$ cat src/rtl/cnt_bank_pkg.sv
// Shared types for the counter bank: counter count, counter index and the
// pipeline op descriptor carried from the grant cycle into the add stage.
package cnt_bank_pkg;

  localparam int NUM_CNT = 4;
  // Step field width of op_t; the bank supports counter widths up to this.
  localparam int STEP_W  = 8;

  typedef logic [1:0] idx_t;

  typedef struct packed {
    logic              vld;
    idx_t              idx;
    logic [STEP_W-1:0] step;
  } op_t;

endpackage

$ cat src/rtl/cnt_bank_arb_rr_arb4.sv
// rr_arb4: four-way round-robin arbiter, purely combinational.
// Searches the request vector starting at ptr, returns a one-hot grant and
// the pointer value that follows the granted index (ptr unchanged if idle).
module rr_arb4
  import cnt_bank_pkg::*;
(
  input  logic [NUM_CNT-1:0] req,
  input  idx_t               ptr,
  output logic [NUM_CNT-1:0] gnt,
  output idx_t               ptr_nxt
);

  idx_t cand;
  logic found;

  // First requester at or after ptr (wrapping) wins.
  always_comb begin
    gnt     = '0;
    ptr_nxt = ptr;
    cand    = ptr;
    found   = 1'b0;
    for (int k = 0; k < NUM_CNT; k++) begin
      cand = ptr + idx_t'(k);
      if (!found && req[cand]) begin
        gnt[cand] = 1'b1;
        ptr_nxt   = cand + idx_t'(1);
        found     = 1'b1;
      end
    end
  end

endmodule

$ cat src/rtl/cnt_bank_arb.sv
// cnt_bank_arb: four counters (a..d) sharing one adder through a round-robin
// arbiter and a two-stage pipeline (grant/select, then add/write-back).
// Build option: define CNT_BANK_ARB_SAT_EN to clamp sums at 2^WIDTH-1
// instead of wrapping.
module cnt_bank_arb
  import cnt_bank_pkg::*;
#(
  parameter int WIDTH = 8,
  parameter int INIT  = 0
) (
  input  logic               clk,
  input  logic               rst,
  input  logic [NUM_CNT-1:0] req,
  input  logic [WIDTH-1:0]   step,
  input  logic               hold,
  output logic [NUM_CNT-1:0] gnt,
  output logic               busy,
  output logic [WIDTH-1:0]   a,
  output logic [WIDTH-1:0]   b,
  output logic [WIDTH-1:0]   c,
  output logic [WIDTH-1:0]   d
);

  function automatic logic [WIDTH-1:0] add_step(input logic [WIDTH-1:0] x,
                                                input logic [WIDTH-1:0] s);
`ifdef CNT_BANK_ARB_SAT_EN
    logic [WIDTH:0] full;
    full = {1'b0, x} + {1'b0, s};
    return full[WIDTH] ? {WIDTH{1'b1}} : full[WIDTH-1:0];
`else
    return x + s;
`endif
  endfunction

  function automatic idx_t oh2idx(input logic [NUM_CNT-1:0] oh);
    idx_t r;
    r = '0;
    for (int i = 0; i < NUM_CNT; i++) begin
      if (oh[i]) r = idx_t'(i);
    end
    return r;
  endfunction

  logic [NUM_CNT-1:0] req_m;
  logic [NUM_CNT-1:0] gnt_w;
  idx_t               ptr;
  idx_t               ptr_nxt;
  op_t                op_nxt;
  op_t                op_p1;
  logic               vld_p2;
  idx_t               idx_p2;
  logic [WIDTH-1:0]   sum_p2;
  logic [WIDTH-1:0]   operand;
  logic [WIDTH-1:0]   sum_w;
  logic [WIDTH-1:0]   cnt [NUM_CNT];

  // Hold and reset both mask every request so no grant can escape.
  assign req_m = req & ~{NUM_CNT{hold | rst}};

  rr_arb4 u_arb (
    .req     (req_m),
    .ptr     (ptr),
    .gnt     (gnt_w),
    .ptr_nxt (ptr_nxt)
  );

  assign gnt = gnt_w;

  // Stage 0 -> 1: the grant cycle builds the op descriptor.
  always_comb begin
    op_nxt      = '0;
    op_nxt.vld  = |gnt_w;
    op_nxt.idx  = oh2idx(gnt_w);
    op_nxt.step = STEP_W'(step);
  end

  // Round-robin pointer; the arbiter already returns ptr when idle.
  always_ff @(posedge clk or posedge rst) begin
    if (rst) ptr <= '0;
    else     ptr <= ptr_nxt;
  end

  // Pipeline register between select and add; only vld is cleared on reset.
  always_ff @(posedge clk or posedge rst) begin
    if (rst) op_p1.vld <= 1'b0;
    else     op_p1     <= op_nxt;
  end

  // Stage 2: add, forwarding the previous result when it hit the same counter.
  assign operand = (vld_p2 && (idx_p2 == op_p1.idx)) ? sum_p2 : cnt[op_p1.idx];
  assign sum_w   = add_step(operand, WIDTH'(op_p1.step));
  assign busy    = op_p1.vld;

  // Valid tag of the last written result, used by the forwarding compare.
  always_ff @(posedge clk or posedge rst) begin
    if (rst) vld_p2 <= 1'b0;
    else     vld_p2 <= op_p1.vld;
  end

  // Data of the last written result; meaningful only while vld_p2 is set.
  always_ff @(posedge clk) begin
    if (op_p1.vld) begin
      idx_p2 <= op_p1.idx;
      sum_p2 <= sum_w;
    end
  end

  // Counter write-back at the end of stage 2.
  always_ff @(posedge clk or posedge rst) begin
    if (rst) begin
      for (int i = 0; i < NUM_CNT; i++) cnt[i] <= WIDTH'(INIT);
    end else if (op_p1.vld) begin
      cnt[op_p1.idx] <= sum_w;
    end
  end

  assign a = cnt[0];
  assign b = cnt[1];
  assign c = cnt[2];
  assign d = cnt[3];

endmodule

$ cat config.mk
export PLATFORM = sky130hd
export DESIGN_NAME = cnt_bank_arb
export DESIGN_NICKNAME = d
export VERILOG_FILES = /design/src/rtl/cnt_bank_pkg.sv /design/src/rtl/cnt_bank_arb_rr_arb4.sv /design/src/rtl/cnt_bank_arb.sv
export SDC_FILE = /design/constraint.sdc
export NUM_CORES = 1
export LEC_CHECK = 0
export ABC_AREA = 0
export CAP_MARGIN = 20
export CELL_PAD_IN_SITES_DETAIL_PLACEMENT = 1
export CELL_PAD_IN_SITES_GLOBAL_PLACEMENT = 2
export CORE_AREA = 2 2 96 98
export DETAILED_ROUTE_END_ITERATION = 7
export DIE_AREA = 0 0 98 100
export GPL_ROUTABILITY_DRIVEN = 0
export PLACE_DENSITY = 0.89
export SYNTH_ARGS = -nofsm -noshare
export SYNTH_HDL_FRONTEND = slang
export SYNTH_SLANG_ARGS = --single-unit
$ cat constraint.sdc
create_clock -name clk -period 3.9 [get_ports clk]
set_input_delay 1.17 -clock clk [delete_from_list [all_inputs] [get_ports clk]]
set_output_delay 1.17 -clock clk [all_outputs]
set_load 0.1 [all_outputs]
* Yosys cells after proc, flatten, opt, wreduce, memory -nomap -nowiden
Index checks and enable logic that the tools add are counted.
W data, S select, Z words.
** Word-level totals
- Register bits after elaboration :: 56
- Logic and storage cells :: 88
- Input bits :: 15
- Output and inout bits :: 37
** Operators by class
- Multiplexer cells :: 36
- Reductions and logical operators :: 15
- Bitwise operators :: 7
- Magnitude comparators :: 10
- Equality and inequality tests :: 1
- $add $sub $neg :: 7
** Operator list (count)
- $bwmux W32 :: 1
- $mux W8 :: 4
- $bmux W8 S2 :: 1
- $demux W8 S2 :: 1
- $mux W4 :: 4
- $mux W1 :: 13
- $lt A2 B3 Y1 const B :: 4
- $or A4 B4 Y4 :: 3
- $logic_and A1 B1 Y1 :: 9
- $add A2 B1 Y2 const B :: 4
- $add A8 B8 Y8 :: 1
- $bmux W1 S2 :: 4
- $demux W1 S2 :: 4
- $ge A2 B1 Y1 const B :: 4
- $mux W2 :: 4
- $add A2 B2 Y2 const B :: 2
- $and A4 B4 Y4 :: 1
- $not A4 Y4 :: 1
- $reduce_bool A4 Y1 :: 1
- $reduce_or A4 Y1 :: 1
- $ge A3 B3 Y1 const B :: 1
- $logic_not A1 Y1 :: 3
- $lt A3 B1 Y1 const B :: 1
- $not A2 Y3 :: 1
- 3 further kinds :: 3

* Depth between registers and ports, before layout
Gate-level depths: netlist of the first run.
- Word-level depth :: 17
- Mapped depth :: 12
- Mapped depth without buffers :: 12

* Cells and area by module
From an unflattened synthesis of the first run, not the netlist that was laid out.
** Second synthesis, totals
- Cell total of the unflattened synthesis :: 273
- Area total of the unflattened synthesis :: 3090.5 sq um
** Modules (own cells, without submodules)
- cnt_bank_arb :: times used 1, sequential area each 1501.4 sq um, area an instance 2672.6 sq um, cells each 227
- rr_arb4 :: times used 1, sequential area each 0.0 sq um, area an instance 417.9 sq um, cells each 46

* Worst setup path after synthesis of the first run
OpenSTA, ideal clock, no wires.
- Path type :: in2out
- Start point :: input req[3]
- End point :: output gnt[0]
- Data required time :: 2.730 ns
- Buffers on the path :: 0
- Setup slack :: -0.578 ns
- Data arrival time :: 3.308 ns
- Cell stages on the path :: 4
- Cell sequence :: mux4_2 nor2b_1 a22oi_1 o21ai_1
** Between the ends
- Cells in the longest elaborated chain, start to end :: 13
- Elaborated cells on any way between the ends :: 25
- Those cells by class :: mux: 15; bitwise: 4; reduce/logical: 6
** Ends and longest elaborated chain
- start, declared :: line cnt_bank_arb.sv:13 : input logic [NUM_CNT-1:0] req,
- $and A4 B4 Y4 (*) :: line cnt_bank_arb.sv:58 : assign req_m = req & ~{NUM_CNT{hold | rst}};
- $bmux W1 S2 :: line cnt_bank_arb_rr_arb4.sv:24 : if (!found && req[cand]) begin
- $mux W1 (implied by the code) :: line cnt_bank_arb_rr_arb4.sv:24
- $mux W1 :: line cnt_bank_arb_rr_arb4.sv:24
- $logic_not A1 Y1 :: line cnt_bank_arb_rr_arb4.sv:24
- $logic_and A1 B1 Y1 :: line cnt_bank_arb_rr_arb4.sv:24
- $mux W1 :: line cnt_bank_arb_rr_arb4.sv:24
- $logic_not A1 Y1 :: line cnt_bank_arb_rr_arb4.sv:24
- $logic_and A1 B1 Y1 :: line cnt_bank_arb_rr_arb4.sv:24
- $mux W1 :: line cnt_bank_arb_rr_arb4.sv:24
- $logic_not A1 Y1 :: line cnt_bank_arb_rr_arb4.sv:24
- $logic_and A1 B1 Y1 :: line cnt_bank_arb_rr_arb4.sv:24
- $mux W4 (*) :: line cnt_bank_arb_rr_arb4.sv:24
- end, declared :: line cnt_bank_arb.sv:16 : output logic [NUM_CNT-1:0] gnt,
Mark *: on every way between the ends. The rest lies on a longest branch, timed or not. The select of a mux whose other input is x is not followed.

* Worst setup path in the final report of the first run
- Start point :: input req[2]
- End point :: output gnt[1]
Same word-level chain as after synthesis.

==> impl_metrics.py, run 1 <==
metrics = {
    "floorplan": {
        "fp.dieW_um": 98,
        "start_util": 0.335,
        "die_h_um": 100,
        "io_pins": 52,
        "rows": 35,
        "dieArea_mm2": 0.00980,
        "coreArea_mm2": 0.00889,
    },
    "clock_network": {
        "cts_tree": "done",
        "path_clk_slew_ps": 100,
        "htree_levels": 2,
        "cts_buffers": 5,
        "cts_sinks": 56,
        "cts.path.max_buffers": 2,
        "clk_latency_ps": 320,
        "clockRootBuffer": "clkbuf_8",
    },
    "layout": {
        "utilization": 0.449,
        "layout.nets": 373,
        "diodes": 0,
        "fillers": 977,
        "area_growth_syn_to_layout_pct": 34.0,
        "fin_cells": 454,
        "layout-drive-gt1-share": 0.338,
    },
    "logic_synthesis": {
        "synth.avg_cell_area_um2": 11.6,
        "ys_ff_latch": 56,
        "synthFlopType": "dfrtp_1",
        "async_flop_share": 0.643,
        "seq_area_frac_synth": 0.504,
        "ys_warn_count": 0,
        "syn_inst": 258,
        "yosysUniqueCellTypes": 43,
        "syn-cell-area_mm2": 0.00298,
        "syn-num-nets": 289,
        "synth-edff-count": 20,
    },
    "run_status": {
        "violations": "setup timing",
        "status": "finished, violations left",
    },
    "run": {
        "maxCapViolCount": 0,
    },
    "placed_design": {
        "dp_worst_setup_slack_ps": -396,
        "dp_hpwl_um": 5890,
        "dp_cells": 442,
        "io_buffers": 51,
    },
    "drt": {
        "avgRoutedWirePerCell_um": 17.6,
        "remaining_drc_errors": 0,
        "drt-vias-per-instance": 5.12,
        "vias": 2325,
        "drt_iter0_drc": 81,
        "ant_nets": 0,
        "routed_wirelength_um": 7990,
        "drt-pass1-iter-count": 4,
    },
    "timing": {
        "relSlewSlack": 0.356,
        "rsz0062_at_grt": "yes",
        "fin_ws_ps": -43.1,
        "report.final.slew_viol_count": 0,
        "finalCriticalPeriod_ps": 3940,
        "hold_viol_final": 0,
        "hold-worst-slack_ps": 524,
        "worst_slew_pin_slew_ps": 963,
        "max_freq_ghz": 0.254,
        "fin_crit_sh": 1.01,
        "fin_skew_ps": 10.2,
        "setup_viol": 1,
    },
    "critical_path": {
        "critPathLaunchType": "input pin",
        "worstSetupPathType": "in -> out",
        "crit_path_end_kind": "output port",
        "critical_path_required_ps": 2730,
        "worstPathArrival_ps": 2770,
        "reg2reg_depth": 9,
        "crit_slowest_cell": "mux4_2",
        "cp_cell_sequence": "buf_4 -> mux4_2 -> nor2b_4 -> a22oi_1 -> nor2_1 -> nor2_2 -> clkinvlp_4 -> buf_12",
        "path_max_fanout": 6,
        "max_stage_delay_ps": 550,
    },
    "global_routing": {
        "grt_pass1_vias": 2548,
        "gr-usage-all-layers": 0.167,
        "grt_max_degree": 24,
        "grt_pass1_wl_um": 13000,
        "grt-ovfl-total": 0,
        "antenna_found_initial": 0,
    },
    "worst_hold_path": {
        "hold_class": "reg -> reg",
        "min_path_cells": 2,
    },
}
## synth_stat cells (2+ instances only)
library cell | n | share of area
dfrtp_1 | 36 | 0.30
nand2_1 | 32 | 0.040
edfxtp_1 | 20 | 0.20
inv_1 | 18 | 0.023
ha_1 | 15 | 0.063
o21ai_0 | 15 | 0.025
o21ai_1 | 14 | 0.024
mux2_2 | 11 | 0.042
mux4_2 | 10 | 0.076
nor2_1 | 9 | 0.011
nor3_1 | 9 | 0.015
a21oi_1 | 6 | 0.010
clkbuf_1 | 6 | 0.0076
xnor2_1 | 6 | 0.018
o31ai_1 | 5 | 0.013
nand3b_1 | 4 | 0.010
a22oi_1 | 3 | 0.0076
nand3_1 | 3 | 0.0050
xor2_1 | 3 | 0.0088
a21o_1 | 2 | 0.0050
a221o_1 | 2 | 0.0067
a311oi_2 | 2 | 0.010
and3b_1 | 2 | 0.0059
buf_1 | 2 | 0.0025
nand2b_1 | 2 | 0.0042
nor2b_1 | 2 | 0.0042
o21a_1 | 2 | 0.0050
or2_1 | 2 | 0.0042
## what timing repair did
item,CTS,global route
buffers inserted,1,3
endpoints found under the hold margin,0,0
hold buffers,0,0
gates cloned,0,0
pin swaps,8,6
gates resized for setup,26,6
endpoints found under the setup margin,4,4
## cell families (layout without fill, tap and decap cells)
group                      after synthesis  after routing  synth area share
adders and majority gates               16             16            0.0697
AOI/OAI and AO/OA                       60             60             0.133
DFF                                     56             56             0.504
xor gates and xnor gates                 9              9            0.0264
and+or+nand+nor                         68             68             0.110
buffers and inverters                   27            112            0.0365
muxes                                   22             22             0.120
## placed cells by master, fill, tap and decap left out, types with 6 or more instances in the layout
cell type,instances
o21ai_1,13
xnor2_1,6
ha_1,14
nor3_1,9
o21ai_0,15
dfrtp_1,36
edfxtp_1,20
nand2_1,32
mux4_2,10
nor2_1,8
mux2_2,11
inv_1,15
buf_4,62
a21oi_1,6
clkdlybuf4s50_1,12
## registers in the layout, indices dropped and copies added (netlist names)
register / cells
d: 8
busy: 1
ptr: 2
c: 8
op_p1: 10
idx_p2: 2
vld_p2: 1
sum_p2: 8
a: 8
b: 8
## stage by stage
stage | setup TNS [ps] | area, µm²
after floorplan | -45.5 | 2990
final | -43.1 | 3990
after global placement | -1330 | 3810
after global routing | -156 | 3990
after CTS | 0 | 3950
after detailed placement | -1510 | 3810
## layout make-up
| cell class | count | area, µm² | area share |
|---|---|---|---|
| multi-input combinational | 175 | 1440 | 0.360 |
| sequential | 56 | 1500 | 0.376 |
| tap | 111 | 139 | 0.0348 |
| timing repair buffer | 86 | 754 | 0.189 |
| inverter | 18 | 71.3 | 0.0179 |
| clock inverter | 2 | 16.3 | 0.00407 |
| clock buffer | 6 | 72.6 | 0.0182 |
## path summary, 6_finish.rpt
path                                   startpoint  slack, ps                   to
max                                        req[2]        -40               gnt[1]
min                              b[4]$_DFFE_PP0P_        520     b[4]$_DFFE_PP0P_
max reg2reg                op_p1[8]$_SDFFCE_PP1N_        520  sum_p2[5]$_DFFE_PP_
min reg2reg                      b[4]$_DFFE_PP0P_        520     b[4]$_DFFE_PP0P_
max in group asynchronous                     rst       2400     b[2]$_DFFE_PP0P_
min in group asynchronous                     rst       1010   ptr[0]$_DFFE_PP0P_
## metal layers
layer	vias to the layer above	routed length [µm]	track usage
met5	-	0	0
met4	0	100	0.0363
met3	9	309	0.0306
met2	50	4170	0.308
met1	1161	3410	0.205
li1	1105	-	-
## critical path: cells and delay by family
kind | cells | cell delay (ps)
AO/OA/AOI/OAI | 1 | 180
AND/OR/NAND/NOR | 3 | 440
buffers and inverters | 3 | 430
multiplexers | 1 | 550
Power of run 1 is not shown: default switching activity piles up to over one toggle a cycle in this logic, so the estimate is an artifact.
==> inputs of run 2 (changes only) <==
- ABC_AREA: 0 -> 1
- CORE_AREA: 2 2 96 98 -> 2 2 101 103
- DIE_AREA: 0 0 98 100 -> 0 0 103 105
- clock period: 3.9 -> 4.3 ns (I/O delays scaled with it)
==> impl_metrics.py, run 2 <==
metrics = {
    "layout": {
        "final_cell_mix": "nand2_1 (111), clkdlybuf4s50_1 (44), inv_1 (37), dfrtp_1 (36)",
        "top_register": "op_p1",
        "final_area_mm2": 0.00394,
        "multi_input_area_mm2": 0.00142,
        "layout-drive-gt1-share": 0.122,
        "largest_reg_flops": 10,
        "layout.nets": 449,
        "utilization": 0.409,
        "fin_cells": 552,
        "seq_area_mm2": 0.00150,
        "final_common_cell": "nand2_1",
        "diodes": 0,
        "area_growth_syn_to_layout_pct": 29.0,
        "fillers": 1170,
    },
    "floorplan": {
        "fp.dieW_um": 103,
        "start_util": 0.317,
        "rows": 36,
        "dieArea_mm2": 0.0108,
        "die_h_um": 105,
        "io_pins": 52,
        "coreArea_mm2": 0.00964,
    },
    "critical_path": {
        "crit_top_cell": "nand3_2",
        "crit_path_end_kind": "output port",
        "worstPathArrival_ps": 2830,
        "cp_cell_sequence": "clkdlybuf4s50_1 -> nand3_2 -> nand3_2 -> nand2_4 -> nand3_2 -> nor2_4 -> nand2_1 -> nand3b_1 -> buf_12",
        "critPathLaunchType": "input pin",
        "crit_slowest_cell": "clkdlybuf4s50_1",
        "path_max_fanout": 5,
        "worstSetupPathType": "in -> out",
        "critical_path_required_ps": 3010,
        "max_stage_delay_ps": 460,
    },
    "logic_synthesis": {
        "ys_warn_count": 0,
        "syn-num-nets": 389,
        "ys_ff_latch": 56,
        "yosys.area.top_type": "dfrtp_1",
        "seq_area_frac_synth": 0.491,
        "syn-cell-area_mm2": 0.00306,
        "yosysUniqueCellTypes": 32,
        "synth.avg_cell_area_um2": 8.54,
        "netlist.area_leader.share": 0.295,
        "ys_top_cells_by_area": "dfrtp_1 (29%), edfxtp_1 (20%), nand2_1 (14%), ha_1 (6.1%), inv_1 (4.7%)",
        "yosysMostFrequentCell": "nand2_1",
        "async_flop_share": 0.643,
        "synth-edff-count": 20,
        "synth_common_cells": "nand2_1 (114), inv_1 (38), dfrtp_1 (36), o21ai_0 (21), edfxtp_1 (20)",
        "syn_inst": 358,
        "synthFlopType": "dfrtp_1",
    },
    "clock_network": {
        "cts.path.max_buffers": 2,
        "clockRootBuffer": "clkbuf_8",
        "path_clk_slew_ps": 110,
        "post_cts_buffers": 0,
        "cts_buffers": 5,
        "htree_levels": 2,
        "cts_sinks": 56,
        "clk_latency_ps": 320,
        "cts_tree": "done",
    },
    "drt": {
        "drt-vias-per-instance": 4.79,
        "ant_nets": 0,
        "drt-pass1-iter-count": 4,
        "routed_wirelength_um": 8680,
        "avgRoutedWirePerCell_um": 15.7,
        "drt_iter0_drc": 128,
        "remaining_drc_errors": 0,
        "vias": 2642,
    },
    "timing": {
        "report.final.slew_viol_count": 0,
        "worst_slew_pin_slew_ps": 1000,
        "rsz0062_at_grt": "no",
        "tns_ps": 0,
        "setup_viol": 0,
        "hold_viol_final": 0,
        "relSlewSlack": 0.331,
        "fin_crit_sh": 0.957,
        "max_freq_ghz": 0.243,
        "fin_skew_ps": 15.8,
        "finalCriticalPeriod_ps": 4120,
    },
    "global_routing": {
        "grt_pass1_wl_um": 14100,
        "top_usage_layer": "met2",
        "grt_max_degree": 25,
        "grt_pass1_vias": 2690,
        "antenna_found_initial": 0,
        "grt-ovfl-total": 0,
        "gr-usage-met3": 0.0207,
        "gr-usage-all-layers": 0.169,
        "use_met2": 0.269,
        "use_met1": 0.241,
    },
    "placed_design": {
        "dp_cells": 543,
        "io_buffers": 51,
        "dp_hpwl_um": 6620,
        "dpl_cell_area_mm2": 0.00379,
    },
    "worst_hold_path": {
        "hold_class": "reg -> reg",
    },
    "run_status": {
        "status": "finished, final reports clean",
    },
    "run": {
        "maxCapViolCount": 0,
    },
}
==> run 2: final timing paths <==
| check | slack, ps | end | cells past startpoint | from |
|---|---|---|---|---|
| max | 180 | gnt[0] | 9 | req[0] |
| min | 520 | d[4]$_DFFE_PP0P_ | 2 | d[4]$_DFFE_PP0P_ |
| max reg2reg | 830 | a[6]$_DFFE_PP0P_ | 16 | op_p1[8]$_SDFFCE_PP1N_ |
| min reg2reg | 520 | d[4]$_DFFE_PP0P_ | 2 | d[4]$_DFFE_PP0P_ |
| max in group asynchronous | 2520 | a[2]$_DFFE_PP0P_ | 4 | rst |
| min in group asynchronous | 1190 | ptr[1]$_DFFE_PP0P_ | 3 | rst |
==> run 2: final cells by class <==
cell class	count	area share
Sequential cell	56	0.381
Multi-Input combinational cell	253	0.360
Timing Repair Buffer	59	0.156
Tap cell	133	0.0422
Inverter	43	0.0409
Clock buffer	7	0.0194
Clock inverter	1	0.00127
==> run 2: through the flow <==
step / setup slack [ps] / hold WS [ps]
6_report: 183 / 520
5_1_grt: 72.8 / 554
4_1_cts: 1.53 / 524
3_5_place_dp: -55.2 / 498
3_3_place_gp: 26.9 / 490
2_1_floorplan: 188 / 421
==> run 2: cells by family after synthesis <==
group	after synthesis	synth area share
AOI/OAI and AO/OA	60	0.113
xor gates and xnor gates	6	0.0172
adders and majority gates	16	0.0679
buffers and inverters	50	0.0651
DFF	56	0.491
and+or+nand+nor	170	0.246
==> run 2: timing repair <==
action | in CTS | in global routing
pin swaps | 2 | 6
cloned | 1 | 0
gates resized for setup | 4 | 12
hold buffers | 0 | 0
setup endpoints to repair | 4 | 4
==> run 2: worst max-delay path, delay by kind of cell <==
| kind | cells | cell delay, ps |
|---|---|---|
| simple gates | 7 | 860 |
| buf+inv | 2 | 660 |
==> run 2: routing by layer <==
metal / wire [µm] / vias to the layer above
li1: - / 1298
met1: 4080 / 1294
met2: 4200 / 44
met3: 332 / 6
met4: 64 / 0
met5: 0 / -
Power of run 2 is left out for the same reason.
==> inputs of run 3 (changes only) <==
- CAP_MARGIN: 20 -> not set
==> results of run 3 <==
No change in the layout: final DEF, timing and power equal those of run 2.
Power of run 3 is left out for the same reason.
